<file path="config.mk">
export PLATFORM = sky130hd
export DESIGN_NAME = sfifo_rd_control
export DESIGN_NICKNAME = d
export VERILOG_FILES = /design/src/rtl/sfifo_pkg.sv /design/src/rtl/sfifo_out_stage.sv /design/src/rtl/sfifo_rd_control.sv
export SDC_FILE = /design/constraint.sdc
export NUM_CORES = 1
export LEC_CHECK = 0
export CAP_MARGIN = 20
export CORE_ASPECT_RATIO = 1.1
export CORE_MARGIN = 4
export CORE_UTILIZATION = 50
export CTS_CLUSTER_SIZE = 14
export DETAILED_ROUTE_END_ITERATION = 10
export GPL_TIMING_DRIVEN = 1
export PLACE_DENSITY = 0.85
export SETUP_SLACK_MARGIN = 0.15
export SYNTH_ARGS = -nofsm -noshare
export SYNTH_HDL_FRONTEND = slang
export SYNTH_SLANG_ARGS = --single-unit
</file>
<file path="constraint.sdc">
create_clock -name clk -period 3.1 [get_ports clk]
set_input_delay 0.465 -clock clk [delete_from_list [all_inputs] [get_ports clk]]
set_output_delay 0.465 -clock clk [all_outputs]
set_load 0.005 [all_outputs]
</file>
<file path="src/rtl/sfifo_pkg.sv">
// Shared definitions for the synchronous FIFO controllers.
// Default geometry plus pointer arithmetic common to both sides.
package sfifo_pkg;

  localparam int unsigned ADDR_LINES = 8;
  localparam int unsigned DATA_WIDTH = 8;
  localparam int unsigned PTR_W      = ADDR_LINES + 1;

  // Modulo difference of two pointers that are w bits wide.
  function automatic logic [31:0] ptr_count(
    input logic [31:0] wr,
    input logic [31:0] rd,
    input int unsigned w
  );
    logic [31:0] mask;
    mask = (32'd1 << w) - 32'd1;
    return (wr - rd) & mask;
  endfunction

endpackage

</file>
<file path="src/rtl/sfifo_out_stage.sv">
// First-word-fall-through head register with one-entry skid.
// Absorbs RAM read latency so the consumer sees zero-bubble pops.
module sfifo_out_stage
  import sfifo_pkg::*;
#(
  parameter int DataWidth = DATA_WIDTH
) (
  input  logic                 clk,
  input  logic                 reset,
  input  logic                 land,
  input  logic                 req,
  input  logic [DataWidth-1:0] rd_data,
  output logic [DataWidth-1:0] dout,
  output logic                 valid,
  output logic                 skid_valid,
  output logic                 pop
);

  logic [DataWidth-1:0] skid;

  assign pop = req && valid;

  always_ff @(posedge clk) begin
    if (!reset) begin
      dout       <= '0;
      skid       <= '0;
      valid      <= 1'b0;
      skid_valid <= 1'b0;
    end else if (land) begin
      if (!valid || (pop && !skid_valid)) begin
        dout  <= rd_data;
        valid <= 1'b1;
      end else if (pop) begin
        // Head drains from skid; new word refills skid.
        dout <= skid;
        skid <= rd_data;
      end else begin
        skid       <= rd_data;
        skid_valid <= 1'b1;
      end
    end else if (pop) begin
      if (skid_valid) begin
        dout       <= skid;
        skid_valid <= 1'b0;
      end else begin
        valid <= 1'b0;
      end
    end
  end

endmodule

</file>
<file path="src/rtl/sfifo_rd_control.sv">
// Read-side controller of the synchronous FIFO.
// Owns the read pointer, issues RAM reads, feeds the FWFT stage.
module sfifo_rd_control
  import sfifo_pkg::*;
#(
  parameter int AddrLines = ADDR_LINES,
  parameter int DataWidth = DATA_WIDTH
) (
  input  logic                 clk,
  input  logic                 reset,
  input  logic [AddrLines:0]   SyncWrAddr,
  input  logic                 FIFORdReq,
  input  logic [DataWidth-1:0] RdData,
  output logic                 RdEn,
  output logic [AddrLines-1:0] RdAddr,
  output logic [AddrLines:0]   SyncRdAddr,
  output logic [DataWidth-1:0] FIFODout,
  output logic                 FIFOValid,
  output logic                 FIFOEmpty,
  output logic [AddrLines:0]   MemCount
);

  localparam int PtrW = AddrLines + 1;

  logic       rd_pend;
  logic       skid_valid;
  logic       pop;
  logic       mem_empty;
  logic [1:0] occ;
  logic [1:0] avail;

  assign mem_empty = (SyncWrAddr == SyncRdAddr);
  assign occ       = {1'b0, FIFOValid} + {1'b0, skid_valid}
                   + {1'b0, rd_pend};
  // A word leaving this cycle frees a slot for a read issued now.
  assign avail     = occ - {1'b0, pop};
  assign RdEn      = reset && !mem_empty && (avail < 2'd2);
  assign RdAddr    = SyncRdAddr[AddrLines-1:0];
  assign FIFOEmpty = !FIFOValid;
  assign MemCount  = PtrW'(ptr_count(32'(SyncWrAddr),
                                     32'(SyncRdAddr),
                                     PtrW));

  always_ff @(posedge clk) begin
    if (!reset) begin
      SyncRdAddr <= '0;
      rd_pend    <= 1'b0;
    end else begin
      rd_pend <= RdEn;
      if (RdEn) SyncRdAddr <= SyncRdAddr + 1'b1;
    end
  end

  sfifo_out_stage #(
    .DataWidth (DataWidth)
  ) u_out (
    .clk        (clk),
    .reset      (reset),
    .land       (rd_pend),
    .req        (FIFORdReq),
    .rd_data    (RdData),
    .dout       (FIFODout),
    .valid      (FIFOValid),
    .skid_valid (skid_valid),
    .pop        (pop)
  );

endmodule

</file>
==> results.json, run 1 <==
{
  "r2r_cells": 10,
  "fmax_mhz": 339,
  "ys_seq_elements": 28,
  "io_buffers": 56,
  "async_flop_share_pct": 0,
  "grt_pass1_wl_um": 7150,
  "fin_worst_skew_ps": 6.20,
  "final_cell_mix": "49 x clkdlybuf4s50_1, 25 x dfxtp_1, 21 x nand2_1, 21 x buf_4, 20 x nand3_1",
  "dr.pass1.iters": 4,
  "clkTransAtPathRegs_ps": 150,
  "slew_headroom_pct": 56.1,
  "p_int_w": 0.000846,
  "antenna_found_initial": 0,
  "setup_tns_ps": 0,
  "status": "finished clean",
  "fillers": 252,
  "p_comb_share_pct": 44.3,
  "routed_via_density": 5.28,
  "setup-violations-final": 0,
  "cp.depth": 10,
  "netlist.area_leader.share_pct": 30.5,
  "yosys.area.top_type": "dfxtp_1",
  "ant_nets": 0,
  "synth_edf_count": 0,
  "worstPathArrival_ps": 2490,
  "critPathBufInv": 3,
  "ys.flop_type": "dfxtp_1",
  "htreeDepth": 1,
  "drc": 0,
  "fin_crit_sh_pct": 95.2,
  "slowest_stage": "clkdlybuf4s50_1",
  "worst_hold_path_type": "register to register",
  "endpoint_kind": "primary output",
  "holdWs_ps": 520,
  "slowest_delay_ps": 450,
  "critPathTopFamily": "buffers and inverters",
  "place_inst": 321,
  "coreArea_um2": 3440,
  "dr_total_vias": 1726,
  "cts_tree": "built",
  "multi_input_area_um2": 1150,
  "synth_area_leaders": "dfxtp_1 31%, ha_1 8.2%, mux2i_1 5.4%",
  "synthCells": 214,
  "synth_cell_types": 40,
  "crit_chain": "clkdlybuf4s50_1, inv_1, ha_2, fa_2, nor2b_2, o21ai_2, a21boi_2, nor4_1, a311o_1, clkdlybuf4s15_1",
  "drv_cap": 0,
  "rows": 22,
  "irDropWorstVdd_mv": 0.397,
  "dr.first_iter.drc_count": 83,
  "wl_per_cell_um": 13.4,
  "syn_area_per_cell_um2": 8.58,
  "insertion_delay_ps": 340,
  "cp.required_ps": 2630,
  "swShare_pct": 31.3,
  "final_core_util_pct": 75.8,
  "die_w_um": 65.8,
  "fin_cells": 327,
  "holdPathStages": 1,
  "cts_made_buffers": 3,
  "area_growth_pct": 42.0,
  "grt_pass1_vias": 1670,
  "nets": 313,
  "cts_hold_buf": 0,
  "slew_violations": 0,
  "drive_gt1_share_pct": 19.0,
  "grtUsageTotal_pct": 18.8,
  "place_hpwl_um": 3350,
  "cellLeakagePower_nw": 1.18,
  "synth_area_um2": 1840,
  "synth-seq-area-share_pct": 30.5,
  "max_slew.worst_pin.slew_ps": 659,
  "cts.path.max_buffers": 2,
  "p_per_area_nw_per_um2": 472,
  "antennaDiodeCount": 0,
  "power_switching_w": 0.000386,
  "start_kind": "primary input",
  "setup_ws_ps": 148,
  "seqCellArea_um2": 564,
  "critPathKind": "primary input to primary output",
  "io_pins": 57,
  "rsz0062_at_grt": "true",
  "clkSinkCount": 28,
  "initial_utilization_pct": 53.4,
  "grt_max_degree": 30,
  "worstPathMaxFanout": 2,
  "pre_cts_slack_ps": -279,
  "die_h_um": 71.6,
  "grt-ovfl-total": 0,
  "p_clk_share_pct": 19.6,
  "synth_nets": 247,
  "yosys_warnings": 0,
  "seq_power_share_pct": 36.1,
  "root_buffer": "clkbuf_4",
  "finalHoldViolCount": 0,
  "drt_wl_total_um": 4370,
  "layout_commonest_cell": "clkdlybuf4s50_1",
  "routabilityCongestion": 0.865,
  "fp.dieArea_um2": 4710,
  "period_needed_ps": 2950
}
worst reg2reg max path: stages (launching register included):
cell and delay [ps]:
dfxtp_1 410, inv_1 100, ha_1 280, inv_1 40
ha_1 280, a21oi_2 180, xnor2_2 100, buf_4 170
nor4_1 330, xnor2_1 100, and2_1 150
area by class of cell:
class / count / share of cell area [%]
clock buffers: 3 / 0.863
clock inverters: 1 / 1.15
inverters: 19 / 2.73
multi-input cells: 151 / 43.9
flip-flops and latches: 28 / 21.6
well taps: 48 / 2.30
repair buffers: 77 / 27.4
final timing paths:
check	start	to	slack, ps
max	SyncWrAddr[0]	MemCount[6]	150
min	u_out.dout[0]$_SDFFE_PN0P_	u_out.dout[0]$_SDFFE_PN0P_	520
max reg2reg	u_out.skid_valid$_SDFFE_PN0P_	SyncRdAddr[7]$_SDFFE_PN0P_	890
min reg2reg	u_out.dout[0]$_SDFFE_PN0P_	u_out.dout[0]$_SDFFE_PN0P_	520
flip-flops by register name, indices dropped and copies added (netlist names):
| name | cells |
|---|---|
| u_out.valid | 1 |
| SyncRdAddr | 9 |
| u_out.skid | 8 |
| u_out.dout | 8 |
| u_out.skid_valid | 1 |
| rd_pend | 1 |
per-stage QoR:
step                cell area, um^2  power, W
finish                         2610   0.00123
floorplan                      1840  0.000714
global route                   2610   0.00131
detailed placement             2500  0.000978
global placement               2500  0.000967
CTS                            2580   0.00123
cells in the mapped netlist, types with 3 or more instances:
cell / number
a21boi_0: 3
a21oi_1: 4
and2_1: 7
buf_4: 10
clkbuf_1: 5
dfxtp_1: 28
ha_1: 12
inv_1: 19
mux2i_1: 10
nand2_1: 22
nand3_1: 20
nor2_1: 8
nor2b_1: 10
nor3_1: 3
nor4_2: 3
o211a_1: 8
o21ai_0: 3
xnor2_1: 8
xor2_1: 4
kinds of logic (layout without fill, tap and decap cells):
group | Yosys count | after routing | share of synthesized area, %
simple gates | 84 | 84 | 25.3
buf+inv | 35 | 100 | 9.26
mux | 10 | 10 | 5.45
fa+ha+maj | 13 | 13 | 9.26
xor+xnor | 13 | 13 | 6.61
compound gates | 31 | 31 | 13.6
flops | 28 | 28 | 30.5
timing repair:
item                       4_1_cts  5_1_grt
setup endpoints to repair        5        5
resized for setup               16       11
pin swaps                        7        4
setup buffers                    0        2
layer usage:
metal,up-vias,track usage [%],share of wire (%)
met1,806,22.4,43
li1,858,-,-
met5,-,0,0
met3,4,3.45,5.1
met4,0,6.68,1.2
met2,58,33.3,51
power by group through the flow:
| stage | clock, W | combinational (W) | sequential, W |
|---|---|---|---|
| 2_1_floorplan | 0 | 0.000267 | 0.000448 |
| 3_3_place_gp | 0 | 0.000518 | 0.000449 |
| 3_5_place_dp | 0 | 0.000529 | 0.000449 |
| 4_1_cts | 0.000249 | 0.000538 | 0.000443 |
| 5_1_grt | 0.000260 | 0.000600 | 0.000451 |
| 6_report | 0.000241 | 0.000546 | 0.000445 |
No activity file was read; power rests on OpenSTA's default activity.
==> run 2, diff against run 1 <==
- MAX_ROUTING_LAYER: default -> met4
==> results.json, run 2 (synthesis gave the netlist of run 1 again) <==
{
  "p_per_area_nw_per_um2": 473,
  "clkSinkCount": 28,
  "setup-violations-final": 0,
  "worstPathArrival_ps": 2490,
  "start_kind": "primary input",
  "fin_crit_sh_pct": 95.3,
  "nets": 313,
  "rsz0062_at_grt": "true",
  "top_regs": "SyncRdAddr (9), u_out.dout (8), u_out.skid (8)",
  "layout_commonest_cell": "clkdlybuf4s50_1",
  "die_w_um": 65.8,
  "dr_total_vias": 1728,
  "multi_input_area_um2": 1150,
  "max_slew.worst_pin.slew_ps": 653,
  "endpoint_kind": "primary output",
  "slew_headroom_pct": 56.5,
  "swShare_pct": 31.3,
  "routed_via_density": 5.28,
  "grt_pass1_vias": 1667,
  "p_clk_share_pct": 19.6,
  "worst_hold_path_type": "register to register",
  "cp.required_ps": 2630,
  "power_switching_w": 0.000386,
  "cts_hold_buf": 0,
  "cts_made_buffers": 3,
  "io_buffers": 56,
  "slew_violations": 0,
  "die_h_um": 71.6,
  "finalHoldViolCount": 0,
  "insertion_delay_ps": 340,
  "io_pins": 57,
  "cts_tree": "built",
  "routabilityCongestion": 0.879,
  "setup_ws_ps": 147,
  "largest_reg_flops": 9,
  "stdcell_area_um2": 2610,
  "final_core_util_pct": 75.8,
  "antennaDiodeCount": 0,
  "dr.pass1.iters": 4,
  "grtUsageTotal_pct": 19.3,
  "fp.dieArea_um2": 4710,
  "status": "finished clean",
  "drt_wl_total_um": 4390,
  "grt-ovfl-total": 0,
  "pre_cts_slack_ps": -279,
  "cts.path.max_buffers": 2,
  "clkTransAtPathRegs_ps": 150,
  "drv_cap": 0,
  "drc": 0,
  "root_buffer": "clkbuf_4",
  "fmax_mhz": 339,
  "grt_pass1_wl_um": 7150,
  "ant_nets": 0,
  "period_needed_ps": 2950,
  "p_comb_share_pct": 44.3,
  "place_hpwl_um": 3350,
  "htreeDepth": 1,
  "irDropWorstVdd_mv": 0.398,
  "place_area_um2": 2500,
  "critPathKind": "primary input to primary output",
  "largest_register": "SyncRdAddr",
  "grt_max_degree": 30,
  "antenna_found_initial": 0,
  "wl_per_cell_um": 13.4,
  "seqCellArea_um2": 564,
  "fillers": 252,
  "drive_gt1_share_pct": 19.0,
  "p_int_w": 0.000846,
  "seq_power_share_pct": 36.1,
  "worstPathMaxFanout": 2,
  "coreArea_um2": 3440,
  "final_cell_mix": "49 x clkdlybuf4s50_1, 25 x dfxtp_1, 21 x nand2_1, 21 x buf_4, 20 x nand3_1",
  "rows": 22,
  "setup_tns_ps": 0,
  "cellLeakagePower_nw": 1.18,
  "holdWs_ps": 520,
  "area_growth_pct": 42.0,
  "initial_utilization_pct": 53.4,
  "dr.first_iter.drc_count": 86,
  "fin_worst_skew_ps": 6.10
}
run 2: cell counts in the layout (fill, tap and decap cells not counted):
Identical to the previous run, type by type.
run 2: worst paths after layout:
kind	depth (start not counted)	startpoint	slack, ps	endpoint
hold / removal	1	u_out.dout[0]$_SDFFE_PN0P_	520	u_out.dout[0]$_SDFFE_PN0P_
hold reg to reg	1	u_out.dout[0]$_SDFFE_PN0P_	520	u_out.dout[0]$_SDFFE_PN0P_
setup / recovery	10	SyncWrAddr[0]	150	MemCount[6]
setup reg to reg	10	u_out.skid_valid$_SDFFE_PN0P_	890	SyncRdAddr[7]$_SDFFE_PN0P_
run 2: worst max-delay path, stage by stage:
cell and delay [ps]:
clkdlybuf4s50_1 450, inv_1 40, ha_2 190, fa_2 350
nor2b_2 140, o21ai_2 80, a21boi_2 160, nor4_1 70
a311o_1 330, clkdlybuf4s15_1 210
run 2: cell type report:
class / count / area share, %
multi-input combinational: 151 / 43.9
sequential: 28 / 21.6
tap: 48 / 2.30
clock inverter: 1 / 1.15
timing repair buffer: 77 / 27.4
inverter: 19 / 2.73
clock buffer: 3 / 0.863
run 2: power by group through the flow:
stage | clock network [W] | registers (W) | logic (W)
floorplan | 0 | 0.000448 | 0.000267
finish | 0.000242 | 0.000445 | 0.000546
global route | 0.000260 | 0.000451 | 0.000600
CTS | 0.000249 | 0.000443 | 0.000538
global placement | 0 | 0.000449 | 0.000518
detailed placement | 0 | 0.000449 | 0.000529
run 2: routing by layer:
metal | vias up | wire length (um) | track usage [%]
met5 | - | 0 | -
met3 | 4 | 221 | 3.13
met1 | 806 | 1870 | 22.5
met2 | 60 | 2250 | 33.3
li1 | 858 | - | -
met4 | 0 | 51 | 6.68
run 2: through the flow:
stage,total power (W),cells
finish,0.00123,327
global route,0.00131,327
CTS,0.00123,325
detailed placement,0.000978,321
global placement,0.000967,321
floorplan,0.000714,214
run 2: what timing repair did:
| item | CTS | global route |
|---|---|---|
| buffers inserted | 0 | 2 |
| pin swaps | 7 | 4 |
| resized for setup | 16 | 11 |
| endpoints found under the setup margin | 5 | 5 |
| hold endpoints to repair | 0 | 0 |
